[config.mk]
export PLATFORM = sky130hd
export DESIGN_NAME = imm_gen_pipe
export DESIGN_NICKNAME = d
export VERILOG_FILES = /design/src/rtl/imm_gen_pkg.sv /design/src/rtl/imm_gen_core.sv /design/src/rtl/imm_gen_pipe.sv
export SDC_FILE = /design/constraint.sdc
export NUM_CORES = 1
export LEC_CHECK = 0
export CORE_ASPECT_RATIO = 2
export CORE_UTILIZATION = 51
export DETAILED_ROUTE_END_ITERATION = 8
export HOLD_SLACK_MARGIN = 0.1
export PLACE_DENSITY = 0.82
export SYNTH_ARGS = -nofsm -noshare
export SYNTH_HDL_FRONTEND = slang
export SYNTH_SLANG_ARGS = --single-unit
[constraint.sdc]
create_clock -name clk -period 3.5 [get_ports clk]
set_input_delay 0.35 -clock clk [delete_from_list [all_inputs] [get_ports clk]]
set_output_delay 0.35 -clock clk [all_outputs]
set_load 0.01 [all_outputs]
[src/rtl/imm_gen_pkg.sv]
// Shared types and constants for the pipelined immediate generator.
// The opcode table is used only when IMM_GEN_AUTODECODE_EN is defined.
package imm_gen_pkg;

  typedef logic [2:0] fmt_t;

  localparam fmt_t FMT_I   = 3'b000;
  localparam fmt_t FMT_S   = 3'b001;
  localparam fmt_t FMT_B   = 3'b010;
  localparam fmt_t FMT_U   = 3'b011;
  localparam fmt_t FMT_J   = 3'b100;
  localparam fmt_t FMT_ILL = 3'b111;

  localparam logic [6:0] OPC_OP_IMM = 7'b0010011;
  localparam logic [6:0] OPC_LOAD   = 7'b0000011;
  localparam logic [6:0] OPC_JALR   = 7'b1100111;
  localparam logic [6:0] OPC_SYSTEM = 7'b1110011;
  localparam logic [6:0] OPC_STORE  = 7'b0100011;
  localparam logic [6:0] OPC_BRANCH = 7'b1100011;
  localparam logic [6:0] OPC_LUI    = 7'b0110111;
  localparam logic [6:0] OPC_AUIPC  = 7'b0010111;
  localparam logic [6:0] OPC_JAL    = 7'b1101111;

  // Encoded as {skid_valid, out_valid}; 2'b10 cannot be reached.
  typedef enum logic [1:0] {
    ST_EMPTY = 2'b00,
    ST_ONE   = 2'b01,
    ST_FULL  = 2'b11
  } buf_state_e;

  function automatic fmt_t opcode_to_fmt(input logic [6:0] opc);
    fmt_t f;
    case (opc)
      OPC_OP_IMM, OPC_LOAD, OPC_JALR, OPC_SYSTEM: f = FMT_I;
      OPC_STORE:                                  f = FMT_S;
      OPC_BRANCH:                                 f = FMT_B;
      OPC_LUI, OPC_AUIPC:                         f = FMT_U;
      OPC_JAL:                                    f = FMT_J;
      default:                                    f = FMT_ILL;
    endcase
    return f;
  endfunction

endpackage

[src/rtl/imm_gen_core.sv]
// Combinational RV32 immediate extraction for formats I/S/B/U/J, sign-extended
// to XLEN. Unknown format codes yield zero and raise illegal.
module imm_gen_core
  import imm_gen_pkg::*;
#(
  parameter int XLEN = 32
) (
  input  logic [31:0]     instr,
  input  fmt_t            fmt,
  output logic [XLEN-1:0] imm,
  output logic            illegal
);

  logic [31:0] imm32;

  // NOTE: combinational logic uses blocking assignments and sets every output
  // to a default first, so no path through the case can infer a latch.
  always_comb begin
    imm32   = '0;
    illegal = 1'b0;
    case (fmt)
      FMT_I:   imm32 = {{20{instr[31]}}, instr[31:20]};
      FMT_S:   imm32 = {{20{instr[31]}}, instr[31:25], instr[11:7]};
      FMT_B:   imm32 = {{20{instr[31]}}, instr[7], instr[30:25], instr[11:8], 1'b0};
      FMT_U:   imm32 = {instr[31:12], 12'b0};
      FMT_J:   imm32 = {{12{instr[31]}}, instr[19:12], instr[20], instr[30:21], 1'b0};
      default: illegal = 1'b1;
    endcase
  end

  // Bit 31 of every legal format is instr[31], so widening by sign is exact.
  assign imm = XLEN'($signed(imm32));

endmodule

[src/rtl/imm_gen_pipe.sv]
// Registered immediate generator with valid/ready handshake and 2-entry skid
// buffer. Define IMM_GEN_AUTODECODE_EN to derive the format from the opcode.
module imm_gen_pipe
  import imm_gen_pkg::*;
#(
  parameter int XLEN  = 32,
  parameter int TAG_W = 4,
  parameter int CNT_W = 8
) (
  input  logic             clk,
  input  logic             rst,
  input  logic             in_valid,
  output logic             in_ready,
  input  logic [31:0]      instr,
  input  logic [2:0]       imm_src,
  input  logic [TAG_W-1:0] in_tag,
  output logic             out_valid,
  input  logic             out_ready,
  output logic [XLEN-1:0]  imm_ext,
  output logic [TAG_W-1:0] out_tag,
  output logic             out_illegal,
  input  logic             err_clr,
  output logic [CNT_W-1:0] err_count
);

  fmt_t            fmt;
  logic [XLEN-1:0] core_imm;
  logic            core_illegal;

`ifdef IMM_GEN_AUTODECODE_EN
  logic unused_imm_src;
  assign unused_imm_src = ^imm_src;
  assign fmt            = opcode_to_fmt(instr[6:0]);
`else
  assign fmt = fmt_t'(imm_src);
`endif

  imm_gen_core #(.XLEN(XLEN)) u_core (
    .instr   (instr),
    .fmt     (fmt),
    .imm     (core_imm),
    .illegal (core_illegal)
  );

  buf_state_e       state_q, state_d;
  logic [XLEN-1:0]  out_imm_q, out_imm_d, skid_imm_q, skid_imm_d;
  logic [TAG_W-1:0] out_tag_q, out_tag_d, skid_tag_q, skid_tag_d;
  logic             out_ill_q, out_ill_d, skid_ill_q, skid_ill_d;
  logic [CNT_W-1:0] err_cnt_q, err_cnt_d;
  logic             in_xfer, out_xfer;

  assign in_ready    = !state_q[1] && !rst;
  assign out_valid   = state_q[0];
  assign imm_ext     = out_imm_q;
  assign out_tag     = out_tag_q;
  assign out_illegal = out_ill_q;
  assign err_count   = err_cnt_q;

  assign in_xfer  = in_valid && in_ready;
  assign out_xfer = out_valid && out_ready;

  always_comb begin
    state_d    = state_q;
    out_imm_d  = out_imm_q;
    out_tag_d  = out_tag_q;
    out_ill_d  = out_ill_q;
    skid_imm_d = skid_imm_q;
    skid_tag_d = skid_tag_q;
    skid_ill_d = skid_ill_q;
    case (state_q)
      ST_EMPTY: begin
        if (in_xfer) begin
          out_imm_d = core_imm;
          out_tag_d = in_tag;
          out_ill_d = core_illegal;
          state_d   = ST_ONE;
        end
      end
      ST_ONE: begin
        if (in_xfer && out_xfer) begin
          out_imm_d = core_imm;
          out_tag_d = in_tag;
          out_ill_d = core_illegal;
        end else if (in_xfer) begin
          skid_imm_d = core_imm;
          skid_tag_d = in_tag;
          skid_ill_d = core_illegal;
          state_d    = ST_FULL;
        end else if (out_xfer) begin
          state_d = ST_EMPTY;
        end
      end
      ST_FULL: begin
        // in_ready is low here, so only the drain path exists.
        if (out_xfer) begin
          out_imm_d = skid_imm_q;
          out_tag_d = skid_tag_q;
          out_ill_d = skid_ill_q;
          state_d   = ST_ONE;
        end
      end
      default: state_d = ST_EMPTY;
    endcase
  end

  always_comb begin
    err_cnt_d = err_cnt_q;
    if (err_clr) begin
      err_cnt_d = '0;
    end else if (in_xfer && core_illegal && (err_cnt_q != {CNT_W{1'b1}})) begin
      err_cnt_d = err_cnt_q + 1'b1;
    end
  end

  // NOTE: state is written with non-blocking assignments so every flop samples
  // the pre-edge value. The payload registers are reset too: the visible output
  // must read zero during reset, and the skid copy is cheap enough to match.
  always_ff @(posedge clk or posedge rst) begin
    if (rst) begin
      state_q    <= ST_EMPTY;
      out_imm_q  <= '0;
      out_tag_q  <= '0;
      out_ill_q  <= 1'b0;
      skid_imm_q <= '0;
      skid_tag_q <= '0;
      skid_ill_q <= 1'b0;
      err_cnt_q  <= '0;
    end else begin
      state_q    <= state_d;
      out_imm_q  <= out_imm_d;
      out_tag_q  <= out_tag_d;
      out_ill_q  <= out_ill_d;
      skid_imm_q <= skid_imm_d;
      skid_tag_q <= skid_tag_d;
      skid_ill_q <= skid_ill_d;
      err_cnt_q  <= err_cnt_d;
    end
  end

endmodule

==> impl_results.md <==
- Cell with the most instances after synthesis: dfrtp_1
- RSZ-0062 raised after global routing: no
- LEAKAGE: roughly 2.4 nW
- Mapped Area: about 4300 um2
- Pint: ~0.003 W
- Largest net degree at the start of global routing: just under 60
- Crit path max fanout: 26
- Fin. max-slew vios: 0
- DRC Markers: 0
- Largest family of logic cells by synthesized area: multiplexers
- Worst R2R Setup Slack: between 1 and 1.5 ns
- Antenna-violating nets left: 0
- CP max stage delay: approximately 0.66 ns
- Synth Flop Type: dfrtp_1
- Worst skew pair latency: 0.34 ns
- Num CTS Buffers: 9
- Share of cells above drive strength 1: ~15%
- Vias in the first global route: ~3300
- Syn Nets: roughly 440
- Initial antenna violation count: 0
- Total negative setup slack: 0 ns
- Layout Cells excl Fill: ~560
- Yosys warning count: 0
- Hold buffer count at CTS: 0
- Ys async rst share: 100.0%
- Worst Tran Pin Value: between 0.8 and 0.9 ns
- Initial core utilization: 53.32%
- Post-synth EDFFs: 0
- Final min period: roughly 2.4 ns
- Combinational share of power: 40.6%
- Setup repair bufs after CTS: 0
- Avg Cell Area, Syn: about 11 um2
- Final Hold Fails: 0
- PD cells: around 800 nW/um2
- Critical R2R Launch: state_q[1]$_DFFE_PP0P_
- Sw power: 0.001325 W
- Reg-to-Reg End: imm_ext[17]$_DFFE_PP0P_
- Post-Synth Adder-Cell Area: under 10%
- Final Cycle Share: between 60% and 70%
- Drt total wl: approximately 9500 um
- CTS resizes: 0
- Max VDD drop: 0.0005948 V
- Synth Area in Compound Gates: between 15 and 20%
- Synth Instances: between 300 and 400
- Mux cell area share after synthesis: between 10% and 20%
- Global-route wire length before repair: around 16000 um
- Crit path DAT: 2.67 ns
- CTS sink count: 84
- Nets@finish: 510
- Drt pass-1 iters: 6
- Crit-path cells: clkdlybuf4s50_1 > nor3b_4 > a31oi_1 > a2111o_2 > buf_12 > mux2_4
- Max Root-Sink Buffers: 2
- Gpl congestion: 0.8271
- DR WL/cell: about 17 um
- Grt ovf: 0
- Max Fclk: around 400 MHz
- Crit Path Category: primary input to register
- Routed vias/inst: 5.664
- 1st-iter DRT viols: ~170
- Post-detailed-placement half-perimeter wirelength: between 6000 and 7000 um
- Commonest cells in the synthesized netlist: 84 x dfrtp_1, 66 x nand2_1, 34 x o21ai_0
- # diodes: 0
- Critical Path Source Type: primary input
- Post-synthesis simple-gate area fraction: 10.27%
- Boundary Pins: between 90 and 100
- Post-place setup slack: a little under 0.7 ns
- Die ar.: 8755 um2
- Seq pwr share: between 30% and 40%
- Area Overhead vs Synth: 27.46%
- Clock power frac: between 20% and 30%
- DIE HEIGHT: between 100 and 150 um
- Chip width: 66.67 um
- Final Power: 0.004331 W
- Area contributors post-synth: dfrtp_1 49%, mux2_4 11%, nand2_1 5.8%
- Synth area leader: dfrtp_1
- Clock root buffer: clkbuf_16
- Hold crit path type: primary input to asynchronous set/reset pin
- Synth top area share: approximately half
- GRT Total Usage: between 20% and 30%
- Reg2reg path depth: 5
- Worst Skew: 0.005374 ns
- CP bufs+invs: 2
- Status: finished, final reports clean
- Core Region: 8000 um2
- Synth Area in XOR/XNOR: under 10%
- TritonCTS clock tree: built
- Setup ws final: 1.052 ns
- Placed Cells: 546
- Req. time, crit path: ~3.7 ns
- CP Capture Type: register
- CP delay by family, top: compound AO/OA/AOI/OAI gates
- Hold_ws: roughly 0.38 ns
- Distinct cell type count after synthesis: 41
- # rows: between 40 and 50
- CP max-delay cell: a2111o_2
- Net Sw Frac: between 30% and 40%
- Slew margin rel.: between 40% and 50%
- Fill cell count: 623
- Htree depth: 3
- Vias: 3183
- Number of max-cap violations: 0
- Clk pin slew, worst setup/hold paths: about 0.06 ns
- Port bufs: 83
- Synth Register Bits: 84
- Number of setup violations in the final report: 0
- Post-synthesis sequential area ratio: approximately 49%
metal layers:
layer  vias to the layer above  wire [um]  GRT usage, %
met5                         -          0             0
met1                      1564       3815         27.75
met3                        14        420         5.556
met2                        78       5038         39.45
li1                       1527          -             -
met4                         0        225         11.11
kinds of logic (layout without fill, tap and decap cells):
family / Yosys count / after routing
AO/OA/AOI/OAI: 100 / 100
AND/OR/NAND/NOR: 99 / 99
flip-flops: 84 / 84
multiplexers: 59 / 59
buffers and inverters: 37 / 113
adder cells (fa/ha/maj): 6 / 6
XOR/XNOR: 5 / 5
power by group through the flow:
stage / registers (W) / logic, W / clock network [W]
after floorplan: 0.00162 / 0.00118 / 0
after global placement: 0.00156 / 0.00171 / 0
after detailed placement: 0.00159 / 0.00177 / 0
after CTS: 0.00157 / 0.00178 / 0.00102
after global routing: 0.00161 / 0.00190 / 0.00105
final: 0.00157 / 0.00176 / 0.00100
metrics by stage:
step	util [%]	area, um2
floorplan	-	4265
global placement	63.92	5114
detailed placement	63.92	5114
CTS	67.95	5436
global route	67.95	5436
finish	67.95	5436
state kept, by name (all words and copies together), names as in the netlist:
register and cells:
skid_tag_q 4, skid_imm_q 32, imm_ext 32, out_illegal 1, skid_ill_q 1, err_count 8
out_tag 4, state_q 2
cell type report:
class / count / area (um2) / area share (%)
Sequential cell: 84 / 2102 / 38.67
Clock buffer: 13 / 280.3 / 5.155
Tap cell: 96 / 120.1 / 2.209
Clock inverter: 3 / 42.54 / 0.7825
Multi-Input combinational cell: 269 / 1976 / 36.34
Inverter: 9 / 35.03 / 0.6444
Timing Repair Buffer: 88 / 880.8 / 16.20
worst max path at each step:
stage          slack, ns                        to              startpoint  depth (start not counted)
2_1_floorplan       0.98  err_count[0]$_DFFE_PP0P_                     rst                          1
6_report            1.05   imm_ext[17]$_DFFE_PP0P_                     rst                          6
4_1_cts             1.05   imm_ext[19]$_DFFE_PP0P_                     rst                          6
5_1_grt             0.92   imm_ext[23]$_DFFE_PP0P_  state_q[1]$_DFFE_PP0P_                          6
3_5_place_dp        0.68   imm_ext[19]$_DFFE_PP0P_                     rst                          6
3_3_place_gp        0.76   imm_ext[20]$_DFFE_PP0P_                     rst                          6
placed cells by master, fill, tap and decap left out, types with 3 or more instances in the layout:
master / synthesis / routed
o21ai_0: 34 / 34
clkbuf_16: 0 / 9
buf_4: 0 / 4
o211ai_1: 12 / 12
dfrtp_1: 84 / 84
xor2_1: 5 / 5
nor2_1: 12 / 12
a32oi_1: 4 / 4
mux2_4: 30 / 30
mux2_2: 16 / 16
o31ai_1: 9 / 9
nand2_1: 66 / 66
clkdlybuf4s50_1: 0 / 83
nor2b_1: 3 / 3
clkbuf_8: 0 / 4
inv_1: 9 / 8
or3_1: 3 / 3
a22o_1: 12 / 12
nand3_1: 4 / 3
ha_1: 5 / 4
mux2i_1: 13 / 13
a21oi_1: 18 / 18
(Power assumes the default switching activity.)
